<file path="src/rtl/axi_wr_slave_ep.sv">
// AXI write-slave endpoint: queues AW requests, walks INCR bursts onto a memory write port, returns one B per burst.
// Optional build macro AXI_WR_STRB_CHK_EN: an all-zero wstrb beat is flagged as an error and not written.
module axi_wr_slave_ep #(
  parameter int PID_WIDTH     = 4,
  parameter int PADDR_WIDTH   = 32,
  parameter int PLENGTH_WIDTH = 8,
  parameter int PSIZE_WIDTH   = 3,
  parameter int PDATA_WIDTH   = 4,
  parameter int AW_DEPTH      = 4
) (
  input  logic                     clk,
  input  logic                     resetn,
  input  logic [PID_WIDTH-1:0]     awid,
  input  logic [PADDR_WIDTH-1:0]   awaddr,
  input  logic [PLENGTH_WIDTH-1:0] awlen,
  input  logic [PSIZE_WIDTH-1:0]   awsize,
  input  logic [1:0]               awburst,
  input  logic                     awvalid,
  output logic                     awready,
  input  logic [PID_WIDTH-1:0]     wid,
  input  logic [PDATA_WIDTH*8-1:0] wdata,
  input  logic [PDATA_WIDTH-1:0]   wstrb,
  input  logic                     wlast,
  input  logic                     wvalid,
  output logic                     wready,
  output logic [PID_WIDTH-1:0]     bid,
  output logic [1:0]               bresp,
  output logic                     bvalid,
  input  logic                     bready,
  output logic                     mem_we,
  output logic [PADDR_WIDTH-1:0]   mem_addr,
  output logic [PDATA_WIDTH*8-1:0] mem_wdata,
  output logic [PDATA_WIDTH-1:0]   mem_wstrb
);

  localparam int PTR_W = $clog2(AW_DEPTH);
  localparam int CNT_W = PTR_W + 1;

  typedef struct packed {
    logic [PID_WIDTH-1:0]     id;
    logic [PADDR_WIDTH-1:0]   addr;
    logic [PLENGTH_WIDTH-1:0] len;
    logic [PSIZE_WIDTH-1:0]   size;
    logic [1:0]               burst;
  } aw_entry_t;

  typedef enum logic [1:0] {
    S_IDLE  = 2'b00,
    S_BURST = 2'b01,
    S_RESP  = 2'b10
  } state_t;

  aw_entry_t                fifo_r [AW_DEPTH];
  logic [PTR_W-1:0]         wr_ptr_r;
  logic [PTR_W-1:0]         rd_ptr_r;
  logic [CNT_W-1:0]         count_r;
  logic [CNT_W-1:0]         count_nxt_s;
  logic                     awready_r;
  aw_entry_t                head_s;
  logic                     push_s;
  logic                     pop_s;
  logic                     load_s;
  logic                     beat_s;
  logic                     we_s;
  logic                     strb_err_s;
  logic                     beat_err_s;
  state_t                   state_r;
  state_t                   state_nxt_s;
  logic                     wready_r;
  logic [PADDR_WIDTH-1:0]   cur_addr_r;
  logic [PLENGTH_WIDTH-1:0] beat_cnt_r;
  logic                     err_r;
  logic                     bvalid_r;
  logic [PID_WIDTH-1:0]     bid_r;
  logic [1:0]               bresp_r;
  logic                     mem_we_r;
  logic [PADDR_WIDTH-1:0]   mem_addr_r;
  logic [PDATA_WIDTH*8-1:0] mem_wdata_r;
  logic [PDATA_WIDTH-1:0]   mem_wstrb_r;

  assign head_s      = fifo_r[rd_ptr_r];
  assign push_s      = awvalid && awready_r;
  assign count_nxt_s = count_r + CNT_W'(push_s) - CNT_W'(pop_s);

`ifdef AXI_WR_STRB_CHK_EN
  assign strb_err_s = (wstrb == {PDATA_WIDTH{1'b0}});
`else
  assign strb_err_s = 1'b0;
`endif

  // A beat past len without wlast is caught at the beat that should have carried wlast; err is sticky.
  assign beat_err_s = (wid != head_s.id) ||
                      (wlast && (beat_cnt_r != head_s.len)) ||
                      (!wlast && (beat_cnt_r == head_s.len)) ||
                      (head_s.burst != 2'b01) ||
                      strb_err_s;
  assign we_s = beat_s && !strb_err_s;

  // AW queue storage; contents need no reset since count_r qualifies them.
  always_ff @(posedge clk) begin
    if (push_s) begin
      fifo_r[wr_ptr_r] <= '{id: awid, addr: awaddr, len: awlen, size: awsize, burst: awburst};
    end
  end

  // AW queue pointers, occupancy and the registered not-full ready.
  always_ff @(posedge clk) begin
    if (!resetn) begin
      wr_ptr_r  <= {PTR_W{1'b0}};
      rd_ptr_r  <= {PTR_W{1'b0}};
      count_r   <= {CNT_W{1'b0}};
      awready_r <= 1'b0;
    end else begin
      if (push_s) begin
        wr_ptr_r <= wr_ptr_r + PTR_W'(1'b1);
      end
      if (pop_s) begin
        rd_ptr_r <= rd_ptr_r + PTR_W'(1'b1);
      end
      count_r   <= count_nxt_s;
      awready_r <= (count_nxt_s != CNT_W'(AW_DEPTH));
    end
  end

  // Burst sequencing: next state, head load, beat acceptance and head pop.
  always_comb begin
    state_nxt_s = state_r;
    load_s      = 1'b0;
    pop_s       = 1'b0;
    beat_s      = 1'b0;
    case (state_r)
      S_IDLE: begin
        if (count_r != {CNT_W{1'b0}}) begin
          state_nxt_s = S_BURST;
          load_s      = 1'b1;
        end else begin
          state_nxt_s = S_IDLE;
        end
      end
      S_BURST: begin
        beat_s = wvalid && wready_r;
        if (beat_s && wlast) begin
          state_nxt_s = S_RESP;
          pop_s       = 1'b1;
        end else begin
          state_nxt_s = S_BURST;
        end
      end
      S_RESP: begin
        if (bvalid_r && bready) begin
          if (count_r != {CNT_W{1'b0}}) begin
            state_nxt_s = S_BURST;
            load_s      = 1'b1;
          end else begin
            state_nxt_s = S_IDLE;
          end
        end else begin
          state_nxt_s = S_RESP;
        end
      end
      default: begin
        state_nxt_s = S_IDLE;
      end
    endcase
  end

  // State, beat datapath, memory port and B channel registers.
  always_ff @(posedge clk) begin
    if (!resetn) begin
      state_r     <= S_IDLE;
      wready_r    <= 1'b0;
      cur_addr_r  <= {PADDR_WIDTH{1'b0}};
      beat_cnt_r  <= {PLENGTH_WIDTH{1'b0}};
      err_r       <= 1'b0;
      bvalid_r    <= 1'b0;
      bid_r       <= {PID_WIDTH{1'b0}};
      bresp_r     <= 2'b00;
      mem_we_r    <= 1'b0;
      mem_addr_r  <= {PADDR_WIDTH{1'b0}};
      mem_wdata_r <= {(PDATA_WIDTH*8){1'b0}};
      mem_wstrb_r <= {PDATA_WIDTH{1'b0}};
    end else begin
      state_r  <= state_nxt_s;
      wready_r <= (state_nxt_s == S_BURST);
      mem_we_r <= we_s;
      if (load_s) begin
        cur_addr_r <= head_s.addr;
        beat_cnt_r <= {PLENGTH_WIDTH{1'b0}};
        err_r      <= 1'b0;
      end
      if (beat_s) begin
        mem_addr_r  <= cur_addr_r;
        mem_wdata_r <= wdata;
        mem_wstrb_r <= wstrb;
        cur_addr_r  <= cur_addr_r + (PADDR_WIDTH'(1'b1) << head_s.size);
        if (beat_cnt_r != {PLENGTH_WIDTH{1'b1}}) begin
          beat_cnt_r <= beat_cnt_r + PLENGTH_WIDTH'(1'b1);
        end
        err_r <= err_r | beat_err_s;
      end
      if (beat_s && wlast) begin
        bvalid_r <= 1'b1;
        bid_r    <= head_s.id;
        bresp_r  <= (err_r || beat_err_s) ? 2'b10 : 2'b00;
      end else if (bvalid_r && bready) begin
        bvalid_r <= 1'b0;
      end
    end
  end

  assign awready   = awready_r;
  assign wready    = wready_r;
  assign bvalid    = bvalid_r;
  assign bid       = bid_r;
  assign bresp     = bresp_r;
  assign mem_we    = mem_we_r;
  assign mem_addr  = mem_addr_r;
  assign mem_wdata = mem_wdata_r;
  assign mem_wstrb = mem_wstrb_r;

endmodule

</file>
<file path="config.mk">
export PLATFORM = sky130hd
export DESIGN_NAME = axi_wr_slave_ep
export DESIGN_NICKNAME = d
export VERILOG_FILES = /design/src/rtl/axi_wr_slave_ep.sv
export SDC_FILE = /design/constraint.sdc
export NUM_CORES = 1
export LEC_CHECK = 0
export BUFFER_PORTS_ARGS = -buffer_cell sky130_fd_sc_hd__buf_2
export CAP_MARGIN = 15
export CORE_MARGIN = 5
export CORE_UTILIZATION = 50
export CTS_CLUSTER_DIAMETER = 80
export CTS_CLUSTER_SIZE = 12
export DETAILED_ROUTE_END_ITERATION = 16
export HOLD_SLACK_MARGIN = 0.08
export PLACE_DENSITY = 0.76
export SLEW_MARGIN = 20
export SYNTH_ARGS = -nofsm -noshare
export SYNTH_HDL_FRONTEND = slang
export SYNTH_SLANG_ARGS = --single-unit
</file>
<file path="constraint.sdc">
create_clock -name clk -period 10.05 [get_ports clk]
set_input_delay 2.01 -clock clk [delete_from_list [all_inputs] [get_ports clk]]
set_output_delay 2.01 -clock clk [all_outputs]
set_load 0.05 [all_outputs]
</file>
# After elaboration in Yosys (flattened, before gate mapping)
# Memory sizes are Yosys's and may differ from the RTL's. A register that Yosys moved wholly into a read port is not among the register bits.
# Index checks and enable logic that the tools add are counted.
# totals
inputBits,95
mem_count,1
reg_bits,128
mem_bits_rw,196
wordCells,74
# classes
n_mux,24
bitwise_logic,1
add_sub_neg,6
shifts,1
n_eq_ne,9
reduce_logical,16
# mem_list
memory,depth,word_bits,rd,rd_ports_with_merged_regs,wr,line_no,rtl
fifo_r,4,49,1,1,1,53,aw_entry_t fifo_r [AW_DEPTH];
# ops
op,count
32-bit 2-to-1 mux,2
32-bit adder,1
1-bit by 3-bit left shift with 32-bit output (first input constant),1
8-bit 2-to-1 mux,3
1-bit 2-to-1 mux,12
2-bit 2-to-1 mux,5
8-bit by 1-bit adder with 8-bit output (second input constant),1
8-bit == test,1
8-bit inequality test,1
8-bit inequality test (second input constant),1
1-bit logical AND,7
2-bit one-hot mux with 3 select lines,1
2-bit by 1-bit adder with 2-bit output (second input constant),2
2-bit by 1-bit == test with 1-bit output (second input constant),2
1-bit logical OR,4
4-bit inequality test,1
2-bit nonzero test,2
3-bit by 1-bit adder with 3-bit output,1
3-bit inequality test (second input constant),1
3-bit nonzero test,1
3-bit by 1-bit subtractor with 3-bit output,1
2-bit == test (second input constant),1
2-bit logical NOT,1
2-bit by 1-bit inequality test with 1-bit output (second input constant),1
3 further kinds,3

# Longest topological paths before layout
# Gate-level depths: netlist (run 1).
# depth
word_depth,7
ltp_mapped,14
ltp_nobuf,12

# Worst setup path after synthesis (run 1)
# No wires, ideal clock.
# synth_path
path_kind,in2reg
start,input port wvalid
end,"register awready_r, in the netlist awready"
path_stages,13
slack_ns,5.825
t_required_ns,9.922
setup_ns,0.128
arrival_time_ns,4.097
path_cell_list,and4b_1 buf_2 nand2_1 clkinv_1 ha_1 inv_1 ha_1 inv_1 fa_1 xor2_1 xnor2_1 nor3b_1 nor2_1
# synth_between
elab_chain_len,6
# synth_lines
element,line_no,rtl
"start, declared",24,"input logic wvalid,"
1-bit logical AND,141,beat_s = wvalid && wready_r;
1-bit logical AND,142,if (beat_s && wlast) begin
1-bit 2-to-1 mux,142,
1-bit 2-to-1 mux,131,case (state_r)
via pop_s,61,logic pop_s;
3-bit by 1-bit subtractor with 3-bit output,83,assign count_nxt_s = count_r + CNT_W'(push_s) - CNT_W'(pop_s);
3-bit inequality test,121,awready_r <= (count_nxt_s != CNT_W'(AW_DEPTH));
"end signal, assigned",121,
"end, declared",58,logic awready_r;
# The timed path passes the listed nets, and every way through them passes these cells.
# A chain may end at the register's enable or synchronous reset.

# Worst setup path after layout (run 1)
# Same ends and word-level chain as after synthesis.

==> metrics.csv, run 1 <==
metric,value,unit
TritonCTS clock tree,done,
"Clk pin slew, worst setup/hold paths",0.06,ns
first-pass GRT wire length,45700,um
Vias/cell,5.67,
post-CTS sizing,0,
die extent in y,172,um
Crit path max-delay family,buffers and inverters,
Synth Flop Type,edfxtp_1,
critical path class,in -> reg,
Synthesized Nets,1134,
Synth Cell Area,13100,sq um
RSZ-0062 raised after global routing,no,
highest-delay cell along the critical path,buf_4,
Global Route Usage Sum,0.195,
Critical Path End Type,flip-flop,
Inst Count DP,1480,
Critical Path Source Type,input port,
site row count,59,
Core ar.,25900,sq um
clk_lat worst skew,0.55,ns
Post-Syn Instances,1022,
Commonest cells post-synth,"nand2_1 (197), edfxtp_1 (196), dfxtp_1 (129), a21oi_1 (105), mux4_2 (42)",
RR Endpoint,cur_addr_r[20],
syn_area_per_cell,12.8,sq um
residual DRC count,0,
clk root buf,clkbuf_16,
largest fanout on the critical path,92,
H-tree depth,1,
Max Freq,0.212,GHz
VDD IR max,0.000155,V
via count,8689,
Hold Crit Depth,2,
setup_tns,0,ns
Design Power,2960,uW
CTS max path bufs,3,
sequential element share of the synthesized area,0.647,
max-slew violations,0,
Starting Density,0.505,
Clock power frac,0.346,
final hold vios,0,
Cell Int Power,2200,uW
CP cell instances,buf_2 > and4b_4 > buf_4 > nand2_1 > clkinv_1 > ha_1 > inv_1 > ha_1 > inv_1 > fa_1 > xor2_1 > xnor2_1 > nor3b_1 > nor2_1,
post-synth top area share,0.450,
Slew HR,0.367,
Leak,0.00538,uW
Final setup viols,0,
Critical Path RT,10.46,ns
clock sink total,325,
DRT iter0 DRCs,818,
max-cap violation count,0,
hold buffers post-CTS,0,
IO Pins,173,
Seq cells post-synth,325,
switching share of power,0.256,
initial antenna violation count,6,
"Async S/R FF share, synth",0,
First-pass DRT Iterations,5,
share of layout cells above drive strength 1,0.231,
Buf/Inv on CP,5,
Worst R2R Setup Slack,5.77,ns
Worst-Margin Slew,0.949,ns
Hold WC Path Type,reg -> reg,
CP arrival,5.13,ns
fin crit period,4.72,ns
number of global-route vias before repair,8312,
Final #Nets,1290,
sequential share of power,0.528,
hold_sp,mem_wdata[13],
drt total wl,29400,um
outcome,finished clean,
CTS Buf Count,31,
grt total ovfl,0,
"Largest stage delay, worst path",0.70,ns
final core occ,0.581,
Setup Buffers After CTS,0,
WHS Endpoint,mem_wdata[13],
library cells used by synthesis,69,
IO buf count,171,
pwr dens,197,nW/um^2
Area Growth Syn to Fin,15.0,%
YS warnings,0,
Die Area,29500,sq um
"area leader, netlist",edfxtp_1,
largest net degree at the start of global routing,105,
final std cells w/o fill,1532,
number of flops mapped to enable cells by yosys,196,
"count leader, synth",nand2_1,
Post-DRT Antenna Nets,0,
# fillers,2060,
drt wl/cell,19.2,um
Placer Congestion,0.879,
crit share post-route,0.469,
Gate power share,0.127,
Sw Pwr,760,uW
placed cell areas,14200,sq um
synth top area cells,"edfxtp_1 (45%), dfxtp_1 (20%), mux4_2 (7.2%), nand2_1 (5.7%), a21oi_1 (4.0%)",
Layout Skew,0.0238,ns
final non-filler cell area,15000,sq um
hpwl dp,18900,um
R2R cell count,11,
Die X,172,um
cells in the final DEF, fill, tap and decap left out, types with 4 or more instances in the layout:
master	count
nand2_1	197
edfxtp_1	196
buf_2	171
dfxtp_1	127
a21oi_1	105
mux4_2	42
nor2_1	36
clkbuf_16	31
o21ai_0	20
clkbuf_1	18
xor2_1	17
ha_1	15
nand3_1	14
inv_1	12
nor3_1	12
nor4_1	12
buf_4	12
and3_1	11
o31a_1	10
a31oi_1	9
xnor2_1	8
o221ai_1	8
a41oi_1	6
and2_1	6
a21o_1	6
nand4_1	5
a211oi_1	4
a22o_1	4
nand2b_1	4
and3_2	4
o211ai_1	4
a22oi_1	4
nand3b_1	4
mux4_1	4
stage by stage:
stage	setup slack (ns)	hold WS (ns)
after floorplan	5.83	0.449
after global placement	4.83	0.438
after detailed placement	4.74	0.444
after CTS	5.33	0.452
after global routing	5.12	0.468
final	5.33	0.449
worst min-delay path, cell delays in order, from the launching register on:
cell     delay [ns]
dfxtp_1        0.30
nand2_1        0.05
a21oi_1        0.05
how the worst max path moves through the flow:
stage / start / cells after the start / slack (ns) / end
global placement: wvalid / 14 / 4.83 / awready
detailed placement: wvalid / 14 / 4.74 / awready
global route: wvalid / 14 / 5.12 / awready
floorplan: wvalid / 13 / 5.83 / awready
finish: wvalid / 14 / 5.33 / awready
CTS: wvalid / 14 / 5.33 / awready
layer usage:
| metal | wire length [um] | up-vias | global-route usage |
|---|---|---|---|
| met1 | 12500 | 4146 | 0.280 |
| met4 | 538 | 10 | 0.0424 |
| met2 | 13400 | 363 | 0.308 |
| li1 | - | 4118 | - |
| met5 | 65 | - | 0 |
| met3 | 2930 | 52 | 0.0457 |
power groups by stage:
stage / clock [uW] / sequential (uW) / combinational [uW]
after floorplan: 0 / 1600 / 237
after detailed placement: 0 / 1590 / 371
after CTS: 1050 / 1560 / 373
after global placement: 0 / 1580 / 363
after global routing: 1110 / 1570 / 410
final: 1020 / 1560 / 375
layout make-up:
type | instances | area [sq um] | area share
clock buffers | 50 | 848 | 0.0564
clock inverters | 1 | 11.3 | 0.000748
well taps | 335 | 419 | 0.0279
diodes | 1 | 2.50 | 0.000166
multi-input cells | 622 | 4280 | 0.285
repair buffers | 184 | 957 | 0.0636
flip-flops and latches | 325 | 8470 | 0.563
inverters | 14 | 53.8 | 0.00357
logic make-up after synthesis:
logic type | after synthesis | synth area share
AOI/OAI and AO/OA | 204 | 0.0968
xor gates and xnor gates | 25 | 0.0167
adders and majority gates | 17 | 0.0174
buffers and inverters | 75 | 0.0266
DFF | 325 | 0.647
muxes | 49 | 0.0827
other | 1 | 0.000287
and+or+nand+nor | 326 | 0.112
state kept, by name, indices dropped and copies added, names as in the netlist, 2 cells and up, named ones only:
register and count:
beat_cnt_r 8, rd_ptr_r 2, cur_addr_r 32, wr_ptr_r 2
mem_wdata 32, fifo_r 196, state_r 2, bid 4
count_r 3, mem_addr 32, mem_wstrb 4
(Power assumes the default switching activity.)
==> run 2, diff against run 1 <==
- PLACE_DENSITY: 0.76 -> 0.78
- clock period: 10.05 -> 4.25 ns (I/O delays scaled with it)
==> run 2 against run 1 <==
  * Sequential cell count unchanged
  * Wire length increased by 2.8%
  * Utilization increased by 0.13 points
  * Setup slack got worse by 4.4 ns
  * Combinational power increased by 140%
  * Via count increased by 1.1%
  * Non-clock buffer count increased by 1
  * Total power increased by 140%
  * Die area unchanged
  * Sequential power increased by 140%
  * Register-to-register slack got worse by 4.8 ns
  * Highest routed layer unchanged
  * Critical path type is now reg -> reg
  * Worst hold slack improved by 0.0017 ns
==> metrics.csv, run 2 (synthesis gave the netlist of run 1 again) <==
metric,value,unit,change
CTS Buf Count,31,,unchanged
via count,8787,,was 8689
RSZ-0062 raised after global routing,no,,unchanged
pwr dens,469,nW/um^2,was 197 nW/um^2
"Clk pin slew, worst setup/hold paths",0.06,ns,about the same
Post-DRT Antenna Nets,0,,unchanged
CTS max path bufs,3,,unchanged
Placer Congestion,0.904,,was 0.879
residual DRC count,0,,unchanged
Leak,0.00539,uW,was 0.00538 uW
largest fanout on the critical path,10,,was 92
critical path class,reg -> reg,,was in -> reg
fin crit period,3.30,ns,
CP arrival,3.74,ns,was 5.13 ns
IO buf count,171,,unchanged
hold buffers post-CTS,0,,unchanged
Global Route Usage Sum,0.199,,was 0.195
max FFs per register,196,,unchanged
IO Pins,173,,unchanged
Slew HR,0.374,,was 0.367
number of global-route vias before repair,8419,,was 8312
Hold WC Path Type,reg -> reg,,unchanged
post-CTS sizing,0,,unchanged
first-pass GRT wire length,46400,um,was 45700 um
max-slew violations,0,,unchanged
DRT iter0 DRCs,826,,was 818
Die Area,29500,sq um,unchanged
Vias/cell,5.72,,was 5.67
clock sink total,325,,unchanged
share of layout cells above drive strength 1,0.232,,was 0.231
TritonCTS clock tree,done,,unchanged
max-cap violation count,0,,unchanged
Largest Register,fifo_r,,unchanged
drt total wl,30200,um,was 29400 um
hpwl dp,20500,um,was 18900 um
most frequent cells in the layout,"nand2_1 (197), edfxtp_1 (196), buf_2 (171), dfxtp_1 (127), a21oi_1 (105)",,unchanged
Final #Nets,1291,,was 1290
sequential standard cell area,8470,sq um,unchanged
clk root buf,clkbuf_16,,unchanged
site row count,59,,unchanged
Starting Density,0.505,,unchanged
Sw Pwr,1830,uW,was 760 uW
H-tree depth,1,,unchanged
switching share of power,0.259,,was 0.256
Max Freq,0.303,GHz,
outcome,finished clean,,unchanged
Core ar.,25900,sq um,unchanged
# fillers,2062,,was 2060
final core occ,0.582,,was 0.581
Area Growth Syn to Fin,15.3,%,was 15.0%
crit share post-route,0.777,,
die extent in y,172,um,unchanged
area of the multi-input gates,4280,sq um,unchanged
Clock power frac,0.350,,was 0.346
Critical Path End Type,flip-flop,,unchanged
initial antenna violation count,10,,was 6
Critical Path Source Type,flip-flop,,was input port
grt total ovfl,0,,unchanged
Layout Skew,0.0122,ns,was 0.0238 ns
"most common cell after layout, fill and taps aside",nand2_1,,unchanged
Worst-Margin Slew,0.940,ns,was 0.949 ns
First-pass DRT Iterations,5,,unchanged
final hold vios,0,,unchanged
drt wl/cell,19.7,um,was 19.2 um
Critical Path RT,4.69,ns,was 10.46 ns
setup_tns,0,ns,unchanged
Setup Buffers After CTS,0,,unchanged
clk_lat worst skew,0.56,ns,was 0.55 ns
Gate power share,0.127,,about the same
Cell Int Power,5240,uW,was 2200 uW
sequential share of power,0.523,,was 0.528
Final setup viols,0,,unchanged
largest net degree at the start of global routing,92,,was 105
Die X,172,um,unchanged
VDD IR max,0.000272,V,was 0.000155 V
==> run 2: changes by cell type in the layout (fill, tap and decap cells not counted) <==
cell and delta:
buf_4 +2, clkbuf_16 +1, buf_6 -1, clkbuf_2 -1
inv_8 -1, inv_6 +2, diode_2 +1
==> run 2: layout make-up <==
type	instances	share of cell area
Antenna cell	2	0.000332
Clock buffer	50	0.0576
Clock inverter	2	0.00116
Inverter	14	0.00357
Multi-Input combinational cell	622	0.284
Sequential cell	325	0.562
Tap cell	335	0.0278
Timing Repair Buffer	185	0.0637
==> run 2: power groups by stage <==
stage	registers [uW]	clock network (uW)	logic, uW
floorplan	3770	0	561
global placement	3750	0	873
detailed placement	3760	0	894
CTS	3690	2530	896
global route	3710	2680	981
finish	3700	2480	898
==> run 2: worst paths after layout <==
path,cells after the start,slack [ns],startpoint,to
max,10,0.95,flip-flop,cur_addr_r[20]
min,2,0.45,mem_addr[11],mem_addr[11]
max reg2reg,10,0.95,flip-flop,cur_addr_r[20]
min reg2reg,2,0.45,mem_addr[11],mem_addr[11]
==> run 2: metal layers <==
layer,GRT usage,up-vias,share of wire,routed length (um)
met2,0.315,372,0.46,13800
met3,0.0556,67,0.10,3130
met5,0,-,0.0030,92
met4,0.0543,16,0.025,741
li1,-,4129,-,-
met1,0.273,4203,0.41,12500
==> run 2: through the flow <==
| stage | instances | hold WS (ns) | total power (uW) | area (sq um) | worst slack, ns |
|---|---|---|---|---|---|
| after floorplan | 1022 | 0.449 | 4330 | 13100 | 0.804 |
| after global placement | 1481 | 0.438 | 4620 | 14200 | 1.01 |
| after detailed placement | 1481 | 0.444 | 4650 | 14200 | 0.905 |
| after CTS | 1533 | 0.452 | 7120 | 15100 | 0.949 |
| after global routing | 1535 | 0.467 | 7370 | 15100 | 0.718 |
| final | 1535 | 0.451 | 7070 | 15100 | 0.950 |
==> run 2: critical path, cell delays in order, from the launching register on <==
cell      delay (ns)
dfxtp_4         0.41
mux4_2          0.59
nor3_1          0.25
ha_1            0.22
fa_1            0.22
a21o_1          0.13
a21oi_1         0.09
o211ai_1        0.28
nand2_1         0.30
o311a_1         0.42
o31a_1          0.27
==> run 3, diff against run 2 <==
- PLACE_DENSITY: 0.78 -> 0.76
- clock period: 4.25 -> 3.3 ns (I/O delays scaled with it)
==> run 3 against run 2 <==
  * Sequential cell count is the same
  * Utilization grew 0.47 points
  * Sequential power is 29% higher
  * Via count rose by 0.48%
  * Cell count is 0.59% higher
  * Non-clock buffer count rose by 11
  * Largest power group unchanged
==> metrics.csv, run 3 (synthesis gave the netlist of run 1 again) <==
metric,value,unit,change
crit share post-route,0.938,,was 0.777
Post-DRT Antenna Nets,0,,unchanged
Critical Path RT,3.74,ns,was 4.69 ns
Gate power share,0.130,,was 0.127
first-pass GRT wire length,46300,um,was 46400 um
clock sink total,325,,unchanged
sequential standard cell area,8470,sq um,unchanged
max-slew violations,0,,unchanged
CTS max path bufs,3,,unchanged
Critical Path End Type,flip-flop,,unchanged
placed cell areas,14300,sq um,was 14200 sq um
die extent in y,172,um,unchanged
drt wl/cell,19.4,um,was 19.7 um
highest-delay cell along the critical path,mux4_2,,unchanged
Die X,172,um,unchanged
max-cap violation count,0,,unchanged
TritonCTS clock tree,done,,unchanged
hpwl dp,20300,um,was 20500 um
Layout Skew,0.0127,ns,was 0.0122 ns
Cell Int Power,6730,uW,was 5240 uW
Buf/Inv on CP,0,,unchanged
RSZ-0062 raised after global routing,no,,unchanged
clk root buf,clkbuf_16,,unchanged
Hold WS,0.318,ns,was 0.451 ns
IO Pins,173,,unchanged
final non-filler cell area,15200,sq um,was 15100 sq um
pwr dens,597,nW/um^2,was 469 nW/um^2
Hold WC Path Type,in -> reg,,was reg -> reg
"Largest stage delay, worst path",0.57,ns,was 0.59 ns
Die Area,29500,sq um,unchanged
largest net degree at the start of global routing,64,,was 92
drt total wl,29900,um,was 30200 um
Vias/cell,5.72,,about the same
setup_tns,0,ns,unchanged
most frequent cells in the layout,"nand2_1 (196), edfxtp_1 (196), buf_2 (171), dfxtp_1 (127), a21oi_1 (104)",,"was nand2_1 (197), edfxtp_1 (196), buf_2 (171), dfxtp_1 (127), a21oi_1 (105)"
final core occ,0.587,,was 0.582
"Clk pin slew, worst setup/hold paths",0.06,ns,about the same
Crit path max-delay family,compound AO/OA/AOI/OAI gates,,unchanged
antenna fix cells,0,,was 2
outcome,finished clean,,unchanged
Placer Congestion,0.969,,was 0.904
switching share of power,0.259,,about the same
Final setup viols,0,,unchanged
Critical Path Source Type,flip-flop,,unchanged
site row count,59,,unchanged
max FFs per register,196,,unchanged
critical path class,reg -> reg,,unchanged
CP cell instances,mux4_2 > nor3_1 > ha_1 > fa_1 > a21o_1 > a21oi_1 > o211ai_1 > nand2_2 > o311a_1 > o31a_1,,was mux4_2 > nor3_1 > ha_1 > fa_1 > a21o_1 > a21oi_1 > o211ai_1 > nand2_1 > o311a_1 > o31a_1
Area Growth Syn to Fin,16.2,%,was 15.3%
Core ar.,25900,sq um,unchanged
Largest Register,fifo_r,,unchanged
DRT iter0 DRCs,907,,was 826
sequential share of power,0.524,,was 0.523
grt total ovfl,0,,unchanged
Final #Nets,1302,,was 1291
Sw Pwr,2350,uW,was 1830 uW
Leak,0.00545,uW,was 0.00539 uW
Slew HR,0.448,,was 0.374
First-pass DRT Iterations,6,,was 5
hold buffers post-CTS,0,,unchanged
Max Freq,0.323,GHz,was 0.303 GHz
residual DRC count,0,,unchanged
# fillers,2059,,was 2062
Worst-Margin Slew,0.824,ns,was 0.940 ns
Inst Count DP,1491,,was 1481
initial antenna violation count,4,,was 10
VDD IR max,0.000331,V,was 0.000272 V
Global Route Usage Sum,0.198,,was 0.199
area of the multi-input gates,4300,sq um,was 4280 sq um
final hold vios,0,,unchanged
fin crit period,3.10,ns,was 3.30 ns
CTS Buf Count,31,,unchanged
share of layout cells above drive strength 1,0.242,,was 0.232
via count,8829,,was 8787
final std cells w/o fill,1544,,was 1535
number of global-route vias before repair,8322,,was 8419
H-tree depth,1,,unchanged
clk_lat worst skew,0.55,ns,was 0.56 ns
Clock power frac,0.346,,was 0.350
IO buf count,171,,unchanged
CP arrival,3.54,ns,was 3.74 ns
Starting Density,0.505,,unchanged
largest fanout on the critical path,6,,was 10
[run 3: cell count changes in the layout (fill, tap and decap cells not counted), sizes merged]
cell,delta
buf,+11
diode,-2
clkbuf,+1
inv,-1
[run 3: layout make-up]
cell class,instances,share of cell area
sequential,325,0.557
timing repair buffer,196,0.0719
tap,335,0.0276
clock buffer,51,0.0560
multi-input combinational,622,0.283
clock inverter,1,0.000741
inverter,14,0.00354
[run 3: routing by layer]
layer / vias to the layer above / part of all wire / track usage
met3: 59 / 0.11 / 0.0478
met5: - / 0.0014 / 0
li1: 4139 / - / -
met4: 8 / 0.020 / 0.0465
met1: 4206 / 0.41 / 0.279
met2: 417 / 0.46 / 0.316
[run 3: repair_timing]
action | in CTS | in global routing
setup buffers | 0 | 1
resized for setup | 0 | 4
setup endpoints to repair | 0 | 13
[run 3: per-stage QoR]
stage / setup slack (ns) / power, uW
after global routing: 0.0604 / 9460
after detailed placement: 0.141 / 6000
after CTS: 0.122 / 9140
final: 0.203 / 9080
after global placement: 0.199 / 5970
after floorplan: -0.0178 / 5580
[run 3: worst reg2reg max path, cell delays in order, from the launching register on]
cell and delay, ns:
dfxtp_4 0.38, mux4_2 0.57, nor3_1 0.25, ha_1 0.23, fa_1 0.23, a21o_1 0.13, a21oi_1 0.10, o211ai_1 0.32
nand2_2 0.15, o311a_1 0.37, o31a_1 0.26
[run 3: worst paths after layout]
path	start	cells after the start	slack, ns	to
min	awaddr[8]	1	0.32	fifo_r[0][21]
min reg2reg	mem_addr[2]	2	0.45	mem_addr[2]
max reg2reg	flip-flop	10	0.20	cur_addr_r[20]
max	flip-flop	10	0.20	cur_addr_r[20]
[run 3: power by group through the flow]
stage	Combinational (uW)	Clock (uW)	Sequential, uW
after floorplan	725	0	4860
after CTS	1160	3220	4750
after global placement	1140	0	4830
after detailed placement	1160	0	4840
final	1180	3140	4760
after global routing	1280	3390	4780
